<file path="src/rtl/legv8_mem_pkg.sv">
// legv8_mem_pkg: shared state encoding, grant IDs and default widths for the LEGv8 memory port.
package legv8_mem_pkg;
  typedef enum logic [1:0] {
    IDLE    = 2'b00,
    BUSY_IF = 2'b01,
    BUSY_D  = 2'b10
  } state_t;
  localparam logic GNT_IF = 1'b0;
  localparam logic GNT_D = 1'b1;
  localparam int ADDR_W_DEF = 64;
  localparam int DATA_W_DEF = 64;
  localparam int TIMEOUT_DEF = 15;
endpackage

</file>
<file path="src/rtl/wait_counter.sv">
// wait_counter: 8-bit wait-state counter; expired flags the increment that would reach TIMEOUT.
module wait_counter #(
  parameter int TIMEOUT = 15
) (
  input  logic clock,
  input  logic reset,
  input  logic clr,
  input  logic en,
  output logic expired
);
  logic [7:0] count;
  always_ff @(posedge clock or posedge reset)
    if (reset) count <= '0;
    else if (clr) count <= '0;
    else if (en) count <= count + 8'd1;
  assign expired = en && (count + 8'd1 == 8'(TIMEOUT));
endmodule

</file>
<file path="src/rtl/mem_port_arbiter_legv8.sv">
// mem_port_arbiter_legv8: round-robin arbiter sharing one memory port between fetch and data requesters.
module mem_port_arbiter_legv8
  import legv8_mem_pkg::*;
#(
  parameter int ADDR_W = ADDR_W_DEF,
  parameter int DATA_W = DATA_W_DEF,
  parameter int TIMEOUT = TIMEOUT_DEF
) (
  input  logic              clock,
  input  logic              reset,
  input  logic              if_req,
  input  logic [ADDR_W-1:0] if_addr,
  output logic              if_ack,
  output logic              if_err,
  output logic [DATA_W-1:0] if_rdata,
  input  logic              d_req,
  input  logic              d_we,
  input  logic [ADDR_W-1:0] d_addr,
  input  logic [DATA_W-1:0] d_wdata,
  output logic              d_ack,
  output logic              d_err,
  output logic [DATA_W-1:0] d_rdata,
  output logic              mem_en,
  output logic              mem_we,
  output logic [ADDR_W-1:0] mem_addr,
  output logic [DATA_W-1:0] mem_wdata,
  input  logic [DATA_W-1:0] mem_rdata,
  input  logic              mem_ready,
  output logic              busy
);
  state_t state, state_nxt;
  logic last_grant, if_el, d_el, gnt_if, gnt_d, cnt_clr, cnt_en, expired, done;
  // A requester is masked during its own ack cycle so a held level req is not re-granted.
  assign if_el = if_req && !if_ack;
  assign d_el = d_req && !d_ack;
  assign gnt_d = d_el && (!if_el || last_grant == GNT_IF);
  assign gnt_if = if_el && !gnt_d;
  assign cnt_clr = state == IDLE;
  assign cnt_en = state != IDLE && !mem_ready;
  assign done = state != IDLE && (mem_ready || expired);
  wait_counter #(.TIMEOUT(TIMEOUT)) u_wait (
    .clock(clock),
    .reset(reset),
    .clr(cnt_clr),
    .en(cnt_en),
    .expired(expired)
  );
  always_ff @(posedge clock or posedge reset)
    if (reset) state <= IDLE;
    else state <= state_nxt;
  always_comb begin
    state_nxt = state;
    if (state == IDLE) state_nxt = gnt_d ? BUSY_D : gnt_if ? BUSY_IF : IDLE;
    else if (done) state_nxt = IDLE;
  end
  always_comb begin
    mem_en = state != IDLE;
    busy = state != IDLE;
  end
  always_ff @(posedge clock or posedge reset)
    if (reset) begin
      mem_we <= 1'b0;
      mem_addr <= '0;
      mem_wdata <= '0;
      last_grant <= GNT_D;
      if_ack <= 1'b0;
      if_err <= 1'b0;
      if_rdata <= '0;
      d_ack <= 1'b0;
      d_err <= 1'b0;
      d_rdata <= '0;
    end else begin
      if_ack <= 1'b0;
      if_err <= 1'b0;
      d_ack <= 1'b0;
      d_err <= 1'b0;
      if (state == IDLE && (gnt_if || gnt_d)) begin
        mem_addr <= gnt_d ? d_addr : if_addr;
        if (gnt_d) mem_wdata <= d_wdata;
        mem_we <= gnt_d && d_we;
        last_grant <= gnt_d ? GNT_D : GNT_IF;
      end else if (done) begin
        mem_we <= 1'b0;
        if (state == BUSY_IF) begin
          if_ack <= 1'b1;
          if_err <= !mem_ready;
          if (mem_ready) if_rdata <= mem_rdata;
        end else begin
          d_ack <= 1'b1;
          d_err <= !mem_ready;
          if (mem_ready && !mem_we) d_rdata <= mem_rdata;
        end
      end
    end
endmodule

</file>
<file path="config.mk">
export PLATFORM = sky130hd
export DESIGN_NAME = mem_port_arbiter_legv8
export DESIGN_NICKNAME = d
export VERILOG_FILES = /design/src/rtl/legv8_mem_pkg.sv /design/src/rtl/wait_counter.sv /design/src/rtl/mem_port_arbiter_legv8.sv
export SDC_FILE = /design/constraint.sdc
export NUM_CORES = 1
export LEC_CHECK = 0
export BUFFER_PORTS_ARGS = -buffer_cell sky130_fd_sc_hd__buf_2
export CORE_AREA = 2 2 202 204
export DETAILED_ROUTE_END_ITERATION = 16
export DIE_AREA = 0 0 204 206
export GPL_TIMING_DRIVEN = 1
export PLACE_DENSITY_LB_ADDON = 0.25
export REMOVE_ABC_BUFFERS = 1
export SYNTH_ARGS = -nofsm -noshare
export SYNTH_HDL_FRONTEND = slang
export SYNTH_SLANG_ARGS = --single-unit
</file>
<file path="constraint.sdc">
create_clock -name clock -period 27.4 [get_ports clock]
set_clock_uncertainty 0.1 [all_clocks]
set_input_delay 4.11 -clock clock [delete_from_list [all_inputs] [get_ports clock]]
set_output_delay 4.11 -clock clock [all_outputs]
set_load 0.01 [all_outputs]
</file>
---- Yosys cells after proc, flatten, opt, wreduce, memory -nomap -nowiden ----
Cells that the tools add are included.
word-level totals
  register bits after elaboration ......... 272
  input port bits ......................... 262
  logic and storage cells ................. 67
  output and inout port bits .............. 263
cells by class
  multiplexer cells ....................... 22
  bitwise logic cells ..................... 3
  add/sub/neg operators ................... 1
  reduce and logical (&&, ||, !) cells .... 27
  equality and inequality tests ........... 2
operators by type and width
  cell                 number
  $mux 64              1
  $mux 1               16
  $mux 8               2
  $logic_and 1x1->1    10
  $add 8x1->8 const B  1
  $eq 8x4->1 const B   1
  $reduce_and 4->1     2
  $reduce_bool 2->1    4
  $logic_not 1->1      6
  $mux 2               3
  $logic_or 1x1->1     3
  $not 1->1            3
  $eq 2x1->1 const B   1
  $logic_not 2->1      1
  $reduce_and 2->1     1

---- Longest topological paths before layout ----
Gate-level depths: netlist (run 1).
  depth in word-level cells ............... 11
  depth in mapped cells ................... 7

---- Cells and area by module ----
Synthesis (run 1) repeated with hierarchy kept, for this count alone.
unflattened totals
  cell total of the unflattened synthesis .. 878
  area total of the unflattened synthesis .. 11861.4 um^2
modules (own cells, without submodules)
  module                  area each (um^2)  times used  cells each  seq. area each (um^2)
  mem_port_arbiter_legv8  11368.4           1           825         6607.6
  wait_counter            493.0             1           53          200.2

---- Least setup slack after synthesis (run 1) ----
No wires, ideal clock.
  kind .................................... input -> register
  start point ............................. in d_req
  end point ............................... reg mem_addr[10]
  arrival time ............................ 5307 ps
  setup time .............................. 135 ps
  slack ................................... 21858 ps
  stages on the path ...................... 7
  path through ............................ nor2b_1 and2_1 clkbuf_1 buf_2 buf_2 mux2i_1 o21ai_0
between the ends
  longest elaborated chain between the ends .. 6
  elaborated cells on any way between the ends .. 7
RTL lines
  what                   line                          RTL
  from (decl)            mem_port_arbiter_legv8.sv:16  input logic d_req,
  $logic_and 1x1->1 (*)  mem_port_arbiter_legv8.sv:35  assign d_el = d_req && !d_ack;
  $logic_and 1x1->1 (*)  mem_port_arbiter_legv8.sv:36  assign gnt_d = d_el && (!if_el || last_grant == GNT_IF);
  $logic_not 1->1        mem_port_arbiter_legv8.sv:37  assign gnt_if = if_el && !gnt_d;
  $logic_and 1x1->1      mem_port_arbiter_legv8.sv:37
  $logic_or 1x1->1       mem_port_arbiter_legv8.sv:77  if (state == IDLE && (gnt_if || gnt_d)) begin
  $logic_and 1x1->1      mem_port_arbiter_legv8.sv:77
  to (signal assigned)   mem_port_arbiter_legv8.sv:78  mem_addr <= gnt_d ? d_addr : if_addr;
  to (decl)              mem_port_arbiter_legv8.sv:25  output logic [ADDR_W-1:0] mem_addr,
Mark *: on every way between the ends. The rest lies on a longest branch, timed or not.
A chain may end at the register's enable or synchronous reset.

---- Final worst setup path (run 1) ----
  start point ............................. in d_req
  end point ............................... reg mem_addr[50]
The elaborated chain is that of the path after synthesis.

==> reports/qor.csv, run 1 <==
stage,metric,value,unit
cts,clk_latency,0.58,ns
power_and_ir_drop,power_switching_share,0.344,
power_and_ir_drop,seqPwrFrac,0.383,
synthesis,seq_area_frac_synth,0.627,
global_route,grt_max_degree,142,
routing,drt-vias-per-instance,4.34,
synthesis,synthesis.area,10900,um^2
cts,cts_resized,0,
timing,max_freq,173,MHz
placed_design,place_hpwl,22.2,mm
timing,slew_violations,0,
cts,clockBufferDepth,3,
routing,wl_per_cell,16.5,um
timing,finalCriticalPeriod,5.77,ns
cts,cts_sinks,272,
hold_path,hold_path.class,reg -> reg,
cts,cts_setup_buffers,0,
placed_design,pre_cts_ws,21.01,ns
cells_and_area,drive_above_1_share,0.592,
global_route,grt_pass1_vias,8110,
cells_and_area,nNetsFinal,1562,
setup_path,slowest_stage,buf_4,
flow_run,cap_violations,0,
power_and_ir_drop,cellLeakagePower,0.00744,uW
routing,top_layer,met5,
routing,drcViolationCount,0,
power_and_ir_drop,irDropWorstVdd,0.0516,mV
die,die_w,204,um
routing,met3WireLength,2.83,mm
setup_path,critPathKind,in -> reg,
timing,rsz0062_at_grt,no,
cts,cts_inserted_buffers,31,
routing,drt_iter0_drc,249,
global_route,grt_pass1_wl,45.7,mm
hold_path,min_path_cells,2,
cts,clkTransAtPathRegs,0.06,ns
die,row_count,74,
routing,firstDrtPassIters,4,
setup_path,crit_fanout,53,
setup_path,reg2regPathDepth,5,
global_route,antenna_found_initial,6,
power_and_ir_drop,powerDensity,120,nW/um^2
synthesis,syn_avg_cell_area,13.9,um^2
cts,h-tree-depth,1,
status,status,completed,
routing,wirelength,30.6,mm
timing,final-setup-viol-count,0,
cts,hold_buffers,0,
setup_path,critPathRequiredTime,27.70,ns
power_and_ir_drop,power.share.clock,0.229,
power_and_ir_drop,power,1810,uW
timing,hold_viol,0,
hold_path,worstHoldEndpoint,mem_addr[6],
synthesis,yosysUniqueCellTypes,38,
placed_design,port-buffer-count,524,
die,pin_count,525,
die,die_h,206,um
cells_and_area,fillers,4003,
setup_path,arrival,6.07,ns
routing,wl_met1,11.8,mm
routing,vias,8045,
die,coreArea,40200,um^2
timing,worst_pin_slew,1.04,ns
setup_path,start_kind,input pin,
placed_design,gp_congestion,0.759,
synthesis,ys_warn_count,0,
power_and_ir_drop,internal_power,1190,uW
synthesis,ys_ff_latch,272,
die,start_util,0.270,
hold_path,holdCritStartpoint,mem_addr[6],
global_route,grt_remaining_overflow,0,
timing,setup_tns,0,ns
setup_path,endpoint_kind,register,
timing,setup_ws,21.63,ns
setup_path,reg2reg_setup_slack,24.86,ns
routing,drtAntennaViolNets,0,
setup_path,timing.rr.end,mem_addr[50],
timing,fin_crit_sh,0.211,
routing,wl_met2,15.1,mm
cells_and_area,area_growth,38.8,%
power_and_ir_drop,combPwrFrac,0.389,
setup_path,r2r_start,d_ack,
timing,slew_headroom,0.304,
global_route,grt_use_total,0.138,
synthesis,synthCells,780,
setup_path,cp_cell_sequence,buf_2 > nor2b_1 > and2_4 > buf_4 > mux2i_1 > o21ai_0,
power_and_ir_drop,power.switching,622,uW
cts,cts_root_buf,clkbuf_16,
cts,cts_tree,built,
die,dieArea,42000,um^2
setup_path,slowest_delay,0.72,ns
placed_design,placed_area,14000,um^2
cells_and_area,fin_area,15100,um^2
==> cells by family after synthesis <==
family | synth area share
flip-flops | 0.627
multiplexers | 0.258
adder cells (fa/ha/maj) | 0.00230
AO/OA/AOI/OAI | 0.0418
AND/OR/NAND/NOR | 0.0436
XOR/XNOR | 0.00645
buffers and inverters | 0.0207
==> through the flow <==
stage	std cells	hold slack [ns]	util
5_1_grt	1854	0.397	0.375
6_report	1854	0.376	0.375
4_1_cts	1852	0.380	0.375
2_1_floorplan	734	0.358	-
3_3_place_gp	1797	0.358	0.349
3_5_place_dp	1797	0.364	0.349
==> synthesized netlist by cell type <==
library cell | number | area share
a32oi_1 | 1 | 0.00081
a21o_1 | 1 | 0.00069
nand3_2 | 1 | 0.00092
ha_1 | 2 | 0.0023
nand3b_1 | 1 | 0.00069
nor2b_1 | 5 | 0.0029
mux2i_1 | 64 | 0.059
a31oi_1 | 1 | 0.00058
dfstp_2 | 1 | 0.0024
nor3_1 | 3 | 0.0014
nand2b_1 | 2 | 0.0012
a211oi_1 | 2 | 0.0014
buf_4 | 1 | 0.00069
mux2_2 | 192 | 0.20
nor4_1 | 1 | 0.00058
or4_1 | 3 | 0.0021
xnor2_1 | 4 | 0.0032
nand3_1 | 2 | 0.00092
o2111a_1 | 1 | 0.0010
a31o_2 | 1 | 0.00081
nand2_1 | 71 | 0.025
a21bo_2 | 2 | 0.0018
o21ai_0 | 66 | 0.030
a211o_1 | 1 | 0.00081
xor2_1 | 4 | 0.0032
o31ai_1 | 3 | 0.0021
clkbuf_1 | 27 | 0.0093
inv_1 | 7 | 0.0024
dfrtp_1 | 271 | 0.62
or3_1 | 1 | 0.00058
or2_2 | 1 | 0.00058
and2_1 | 2 | 0.0012
o21ai_1 | 1 | 0.00046
nor2_1 | 12 | 0.0041
buf_2 | 18 | 0.0083
and4bb_2 | 1 | 0.0012
nor4b_1 | 1 | 0.00081
a21oi_1 | 2 | 0.00092
==> worst max-delay path by stage <==
| stage | from | slack [ns] | cells past startpoint | endpoint |
|---|---|---|---|---|
| 6_report | d_req | 21.63 | 6 | mem_addr[50] |
| 5_1_grt | d_req | 21.41 | 6 | mem_addr[59] |
| 4_1_cts | d_req | 21.61 | 6 | mem_addr[32] |
| 3_5_place_dp | d_req | 21.01 | 6 | mem_addr[31] |
| 3_3_place_gp | d_req | 21.04 | 6 | mem_addr[0] |
| 2_1_floorplan | reset | 15.70 | 1 | d_ack |
==> cell usage in the layout, fill, tap and decap left out, types with 4 or more instances in the layout <==
cell type  instances
nand2_1           70
buf_2            524
mux2_2           192
clkbuf_8           8
inv_1              6
xor2_1             4
mux2i_1           64
nor2b_1            5
clkbuf_1           8
o21ai_0           66
nor2_1            12
clkbuf_16         31
dfrtp_1          271
xnor2_1            4
buf_4              7
==> critical path: cells and delay by family <==
kind / cells / cell delay [ns]
AOI/OAI and AO/OA: 1 / 0.10
buffers and inverters: 2 / 0.79
muxes: 1 / 0.27
and+or+nand+nor: 2 / 0.67
==> power groups by stage <==
stage               combinational (uW)  clock [uW]  sequential (uW)
floorplan                          316           0              793
global placement                   709           0              693
detailed placement                 719           0              697
CTS                                718         429              693
global route                       769         447              719
finish                             703         414              692
==> per-layer routing <==
metal / global-route usage / vias to the layer above
met5: 0 / -
met4: 0.0543 / 8
met3: 0.0446 / 56
met2: 0.236 / 331
met1: 0.161 / 3890
li1: - / 3760
==> area by class of cell <==
type	instances	area [um^2]	area share
inverters	7	33.8	0.00224
multi-input cells	455	3850	0.256
clock inverters	8	111	0.00739
flip-flops and latches	272	6810	0.452
well taps	532	666	0.0442
diodes	2	5.00	0.000332
clock buffers	47	916	0.0608
repair buffers	531	2680	0.178
==> state kept, by name (all words and copies together), names as in the netlist <==
register,cells
d_err,1
last_grant,1
if_ack,1
d_ack,1
mem_we,1
u_wait.count,8
d_rdata,64
state,2
if_rdata,64
if_err,1
mem_addr,64
mem_wdata,64
Power figures use the tool's default switching activity.
==> run 2: changes to the inputs <==
Settings changed: CORE_AREA 2 2 202 204 to 2 2 204 206, DIE_AREA 0 0 204 206 to 0 0 206 208.
Clock period 27.4 ns to 5.6 ns, I/O delays scaled along.
==> run 2 against run 1 <==
  * Non-clock buffer count increased by 2
  * Register-to-register slack worse by 22 ns
  * Clock power rose to 5.2 times the previous value
  * Core utilization is 0.096 points lower
  * Final cell count is 0.27% higher
  * Via count fell by 0.70%
  * Critical path depth down 2
  * Total power grew to 5.0 times the previous value
  * Design area is 0.66% higher
  * Routed wire length up 2.7%
  * Count of clock-buffer cells in the layout down 5
  * Largest power group unchanged
  * Highest routed layer unchanged
==> reports/qor.csv, run 2 (same netlist as run 1, synthesis figures left out) <==
stage,metric,value,unit,change
die,pin_count,525,,unchanged
cts,clockBufferDepth,3,,unchanged
global_route,grt_pass1_wl,47.1,mm,+3.0%
power_and_ir_drop,irDropWorstVdd,0.232,mV,+350%
cells_and_area,nNetsFinal,1564,,+0.13%
global_route,global_route.usage.met2,0.240,,+0.00479
cts,cts_root_buf,clkbuf_16,,
setup_path,critPathRequiredTime,4.66,ns,-23.04 ns
timing,max_freq,367,MHz,
setup_path,crit_buf_inv,3,,+1
status,status,completed,,
global_route,grt_remaining_overflow,0,,unchanged
cts,cts_resized,0,,unchanged
global_route,grt_use_total,0.140,,+0.00152
setup_path,slowest_stage,dfrtp_1,,
routing,wirelength,31.4,mm,+2.7%
cts,cts_inserted_buffers,31,,unchanged
cells_and_area,seq_area,6810,um^2,unchanged
global_route,grt_max_degree,132,,-7.0%
routing,drcViolationCount,0,,unchanged
timing,fin_crit_sh,0.487,,
flow_run,cap_violations,0,,unchanged
cells_and_area,area_growth,39.7,%,
timing,worst_pin_slew,0.968,ns,-0.0759 ns
power_and_ir_drop,powerDensity,593,nW/um^2,+390%
routing,drt-vias-per-instance,4.30,,-0.96%
cts,hold_buffers,0,,unchanged
placed_design,place_hpwl,22.9,mm,+3.2%
setup_path,endpoint_kind,output pin,,
routing,drt_iter0_drc,266,,+6.8%
setup_path,cpLargestDelayFamily,buffers and inverters,,
cts,clkTransAtPathRegs,0.07,ns,about the same
cts,cts_tree,built,,
cells_and_area,drive_above_1_share,0.599,,+0.00682
setup_path,arrival,1.79,ns,-4.28 ns
die,coreArea,40600,um^2,+0.92%
timing,slew_violations,0,,unchanged
die,row_count,74,,unchanged
placed_design,gp_congestion,0.763,,+0.51%
power_and_ir_drop,cellLeakagePower,0.00750,uW,+0.78%
cts,cts_setup_buffers,0,,unchanged
routing,wl_per_cell,16.9,um,+2.4%
setup_path,slowest_delay,0.44,ns,-0.28 ns
routing,drtAntennaViolNets,0,,unchanged
die,start_util,0.268,,-0.00247
die,dieArea,42800,um^2,+2.0%
cts,h-tree-depth,1,,unchanged
timing,final-setup-viol-count,0,,unchanged
die,die_w,206,um,+0.98%
die,die_h,208,um,+0.97%
timing,slew_headroom,0.355,,+0.0506
setup_path,critPathKind,reg -> out,,
cts,cts_sinks,272,,unchanged
cells_and_area,fillers,4063,,+1.5%
timing,setup_tns,0,ns,unchanged
cells_and_area,final_cell_mix,"524 x buf_2, 271 x dfrtp_1, 192 x mux2_2",,
timing,finalCriticalPeriod,2.73,ns,
global_route,antenna_found_initial,9,,+3
placed_design,port-buffer-count,524,,unchanged
setup_path,crit_fanout,13,,-75%
global_route,use_met3,0.0464,,+0.00174
timing,rsz0062_at_grt,no,,
cells_and_area,multiInputGateArea,3850,um^2,unchanged
timing,hold_viol,0,,unchanged
timing,hold_ws,0.280,ns,-0.0960 ns
cts,clk_latency,0.59,ns,about the same
global_route,busiest_layer,met2,,
routing,firstDrtPassIters,4,,unchanged
routing,vias,7989,,-0.70%
setup_path,reg2reg_setup_slack,2.95,ns,-21.91 ns
setup_path,start_kind,register,,
setup_path,cp_cell_sequence,nor2_1 > buf_4 > inv_1 > buf_2,,
cells_and_area,final_common_cell,buf_2,,
global_route,met1_usage,0.161,,-0.000263
global_route,grt_pass1_vias,8349,,+2.9%
hold_path,hold_path.class,in -> async,,
[run 2: cell types whose count changed in the layout (fill, tap and decap cells not counted)]
cell	delta
clkbuf_8	+2
clkinvlp_4	+1
buf_4	+1
clkbuf_1	-7
bufinv_16	+1
clkinv_2	+5
buf_12	+1
inv_6	+1
[run 2: area by class of cell]
class	count	share of cell area
sequential	272	0.449
timing repair buffer	533	0.178
clock buffer	42	0.0605
clock inverter	16	0.0120
tap	532	0.0439
multi-input combinational	455	0.254
inverter	7	0.00223
antenna	2	0.000330
[run 2: stage by stage]
stage	area, um^2	std cells	setup slack [ns]	util	power [uW]
after floorplan	10700	734	-2.83	-	5430
after global placement	14100	1799	2.44	0.347	6890
after detailed placement	14100	1799	2.39	0.347	6960
after CTS	15200	1857	2.83	0.374	9150
final	15200	1859	2.87	0.374	9000
after global routing	15200	1859	2.78	0.374	9600
[run 2: metal layers]
metal | up-vias | share of wire
met5 | - | 0.0028
met4 | 12 | 0.028
met3 | 60 | 0.098
met2 | 346 | 0.48
met1 | 3804 | 0.39
li1 | 3767 | -
[run 2: final timing paths]
kind	startpoint	end	depth (start not counted)
max in group asynchronous	reset	if_rdata[58]	3
min in group clock	mem_addr[30]	mem_addr[30]	2
max reg2reg	if_ack	mem_wdata[24]	5
min	reset	mem_wdata[14]	2
max	state[0]	mem_en	4
min reg2reg	mem_addr[30]	mem_addr[30]	2
[run 2: where the power goes]
group,switching (uW),internal (uW),total [uW],leakage [uW]
Combinational,1790,1650,3440,0.00368
Sequential,468,2940,3410,0.00327
Clock,861,1290,2150,0.000548
==> run 3: changes to the inputs <==
Settings changed: CORE_AREA 2 2 204 206 to 2 2 201 203, DIE_AREA 0 0 206 208 to 0 0 203 205.
Clock period 5.6 ns to 2.5 ns, I/O delays scaled along.
==> run 3 against run 2 <==
  * Die area is 2.9% lower
  * First-iteration DRC count fell by 1.5%
  * Sequential share of layout area fell by 6.5 points
  * Routed wire length up 8.1%
  * Critical endpoint unchanged
  * Largest cell class unchanged
  * Largest power group unchanged
==> reports/qor.csv, run 3 (same netlist as run 1, synthesis figures left out) <==
stage,metric,value,unit,change
setup_path,arrival,1.83,ns,+0.04 ns
timing,finalCriticalPeriod,2.31,ns,
cts,cts_root_buf,clkbuf_16,,
cells_and_area,fillers,3652,,-10%
cts,clkTransAtPathRegs,0.06,ns,about the same
die,pin_count,525,,unchanged
die,coreArea,39400,um^2,-2.9%
die,start_util,0.276,,+0.00808
cts,cts_inserted_buffers,31,,unchanged
power_and_ir_drop,powerDensity,1140,nW/um^2,+92%
routing,wirelength,34.0,mm,+8.1%
hold_path,min_path_cells,3,,
global_route,grt_use_total,0.157,,+0.0174
die,row_count,73,,-1.4%
setup_path,r2r_start,d_ack,,
cells_and_area,final_common_cell,buf_2,,
placed_design,gp_congestion,0.766,,+0.43%
die,die_h,205,um,-1.4%
routing,drcViolationCount,0,,unchanged
hold_path,worstHoldEndpoint,mem_addr[24],,
placed_design,place_hpwl,23.5,mm,+2.9%
global_route,grt_remaining_overflow,0,,unchanged
timing,hold_ws,0.0220,ns,-0.258 ns
cells_and_area,area_growth,63.2,%,
die,die_w,203,um,-1.5%
status,status,completed,,
setup_path,slowest_stage,dfrtp_1,,
routing,drt_iter0_drc,262,,-1.5%
setup_path,critPathKind,reg -> out,,
flow_run,cap_violations,0,,unchanged
setup_path,reg2regPathDepth,6,,+1
die,dieArea,41600,um^2,-2.9%
timing,final-setup-viol-count,0,,unchanged
setup_path,crit_fanout,7,,-6
placed_design,pre_cts_ws,0.348,ns,-2.04 ns
routing,wl_per_cell,16.1,um,-4.8%
placed_design,port-buffer-count,524,,unchanged
setup_path,start_kind,register,,
timing,hold_viol,0,,unchanged
setup_path,cp_cell_sequence,nor2_2 > inv_1 > buf_2,,
global_route,grt_max_degree,130,,-1.5%
timing,slew_violations,0,,unchanged
setup_path,crit_buf_inv,2,,-1
routing,drt-vias-per-instance,4.30,,about the same
hold_path,holdCritStartpoint,d_addr[24],,
cells_and_area,nNetsFinal,1828,,+17%
setup_path,cpLargestDelayFamily,flip-flops,,
timing,worst_pin_slew,0.561,ns,-0.407 ns
setup_path,reg2reg_setup_slack,0.23,ns,-2.72 ns
power_and_ir_drop,irDropWorstVdd,0.560,mV,+140%
setup_path,endpoint_kind,output pin,,
cts,cts_sinks,272,,unchanged
timing,max_freq,434,MHz,
cts,clk_latency,0.58,ns,about the same
cts,cts_tree,built,,
setup_path,slowest_delay,0.44,ns,about the same
timing,slew_headroom,0.626,,+0.271
power_and_ir_drop,cellLeakagePower,0.00858,uW,+14%
timing,fin_crit_sh,0.922,,
cts,h-tree-depth,1,,unchanged
global_route,antenna_found_initial,0,,-9
routing,drtAntennaViolNets,0,,unchanged
routing,firstDrtPassIters,4,,unchanged
global_route,grt_pass1_vias,9622,,+15%
timing,setup_ws,0.195,ns,-2.68 ns
global_route,grt_pass1_wl,51.8,mm,+9.9%
routing,vias,9075,,+14%
cells_and_area,final_cell_mix,"524 x buf_2, 271 x dfrtp_1, 245 x dlygate4sd3_1",,
timing,rsz0062_at_grt,no,,
setup_path,timing.rr.end,mem_addr[60],,
power_and_ir_drop,power,20200,uW,+120%
setup_path,critPathRequiredTime,2.03,ns,-2.63 ns
hold_path,hold_path.class,in -> reg,,
cts,clockBufferDepth,3,,unchanged
cells_and_area,drive_above_1_share,0.504,,-0.0948
timing,setup_tns,0,ns,unchanged
## run 3: cell types whose count changed in the layout (fill, tap and decap cells not counted), moves of 2 or more
cell           change
clkinvlp_4         -2
bufinv_16          -3
dlygate4sd3_1    +245
buf_12            +11
clkbuf_1          +10
clkbuf_8           -5
clkinv_2           -3
buf_4              +8
## run 3: worst max path at each step
stage                   from  slack, ns  depth (start not counted)      endpoint
global route        state[0]       0.11                          3        mem_en
floorplan              reset      -5.47                          1         d_ack
CTS                    d_ack       0.07                          6   mem_addr[1]
global placement    state[0]       0.35                          5      state[0]
finish              state[0]       0.19                          3        mem_en
detailed placement     d_req       0.35                          7  mem_addr[13]
## run 3: cell type report
type,count,area (um^2),area share
multi-input combinational,455,3860,0.218
sequential,272,6810,0.384
tap,525,657,0.0371
clock inverter,6,45.0,0.00254
antenna,1,2.50,0.000141
timing repair buffer,797,5440,0.307
clock buffer,47,886,0.0500
inverter,7,33.8,0.00191
## run 3: worst reg2reg max path, delay by kind of cell (launching register included)
kind,cells,cell delay [ns]
compound gates,1,0.07
buf+inv,2,0.76
flops,1,0.39
mux,1,0.21
simple gates,2,0.61
## run 3: repair_timing
| action | CTS | global route |
|---|---|---|
| setup buffers | 0 | 2 |
| gates resized for setup | 1 | 0 |
| setup endpoints to repair | 2 | 5 |
| endpoints found under the hold margin | 312 | 0 |
| hold buffers | 245 | 0 |
| pin swaps | 0 | 1 |
## run 3: per-stage QoR
stage,cells,util,instance area (um^2)
final,2110,0.450,17700
after detailed placement,1809,0.363,14300
after global placement,1809,0.363,14300
after CTS,2107,0.449,17700
after global routing,2109,0.450,17700
after floorplan,734,-,10700
## run 3: per-layer routing
metal	wire length [um]	GRT usage
met1	13100	0.179
met5	0	0
met2	17400	0.286
met3	2490	0.0371
met4	1010	0.0581
## run 3: report_power, final
part           internal (uW)  switching, uW  total (uW)
registers               6600           1060        7650
clock network           2420           1800        4220
logic                   4150           4170        8320
total                  13200           7030       20200
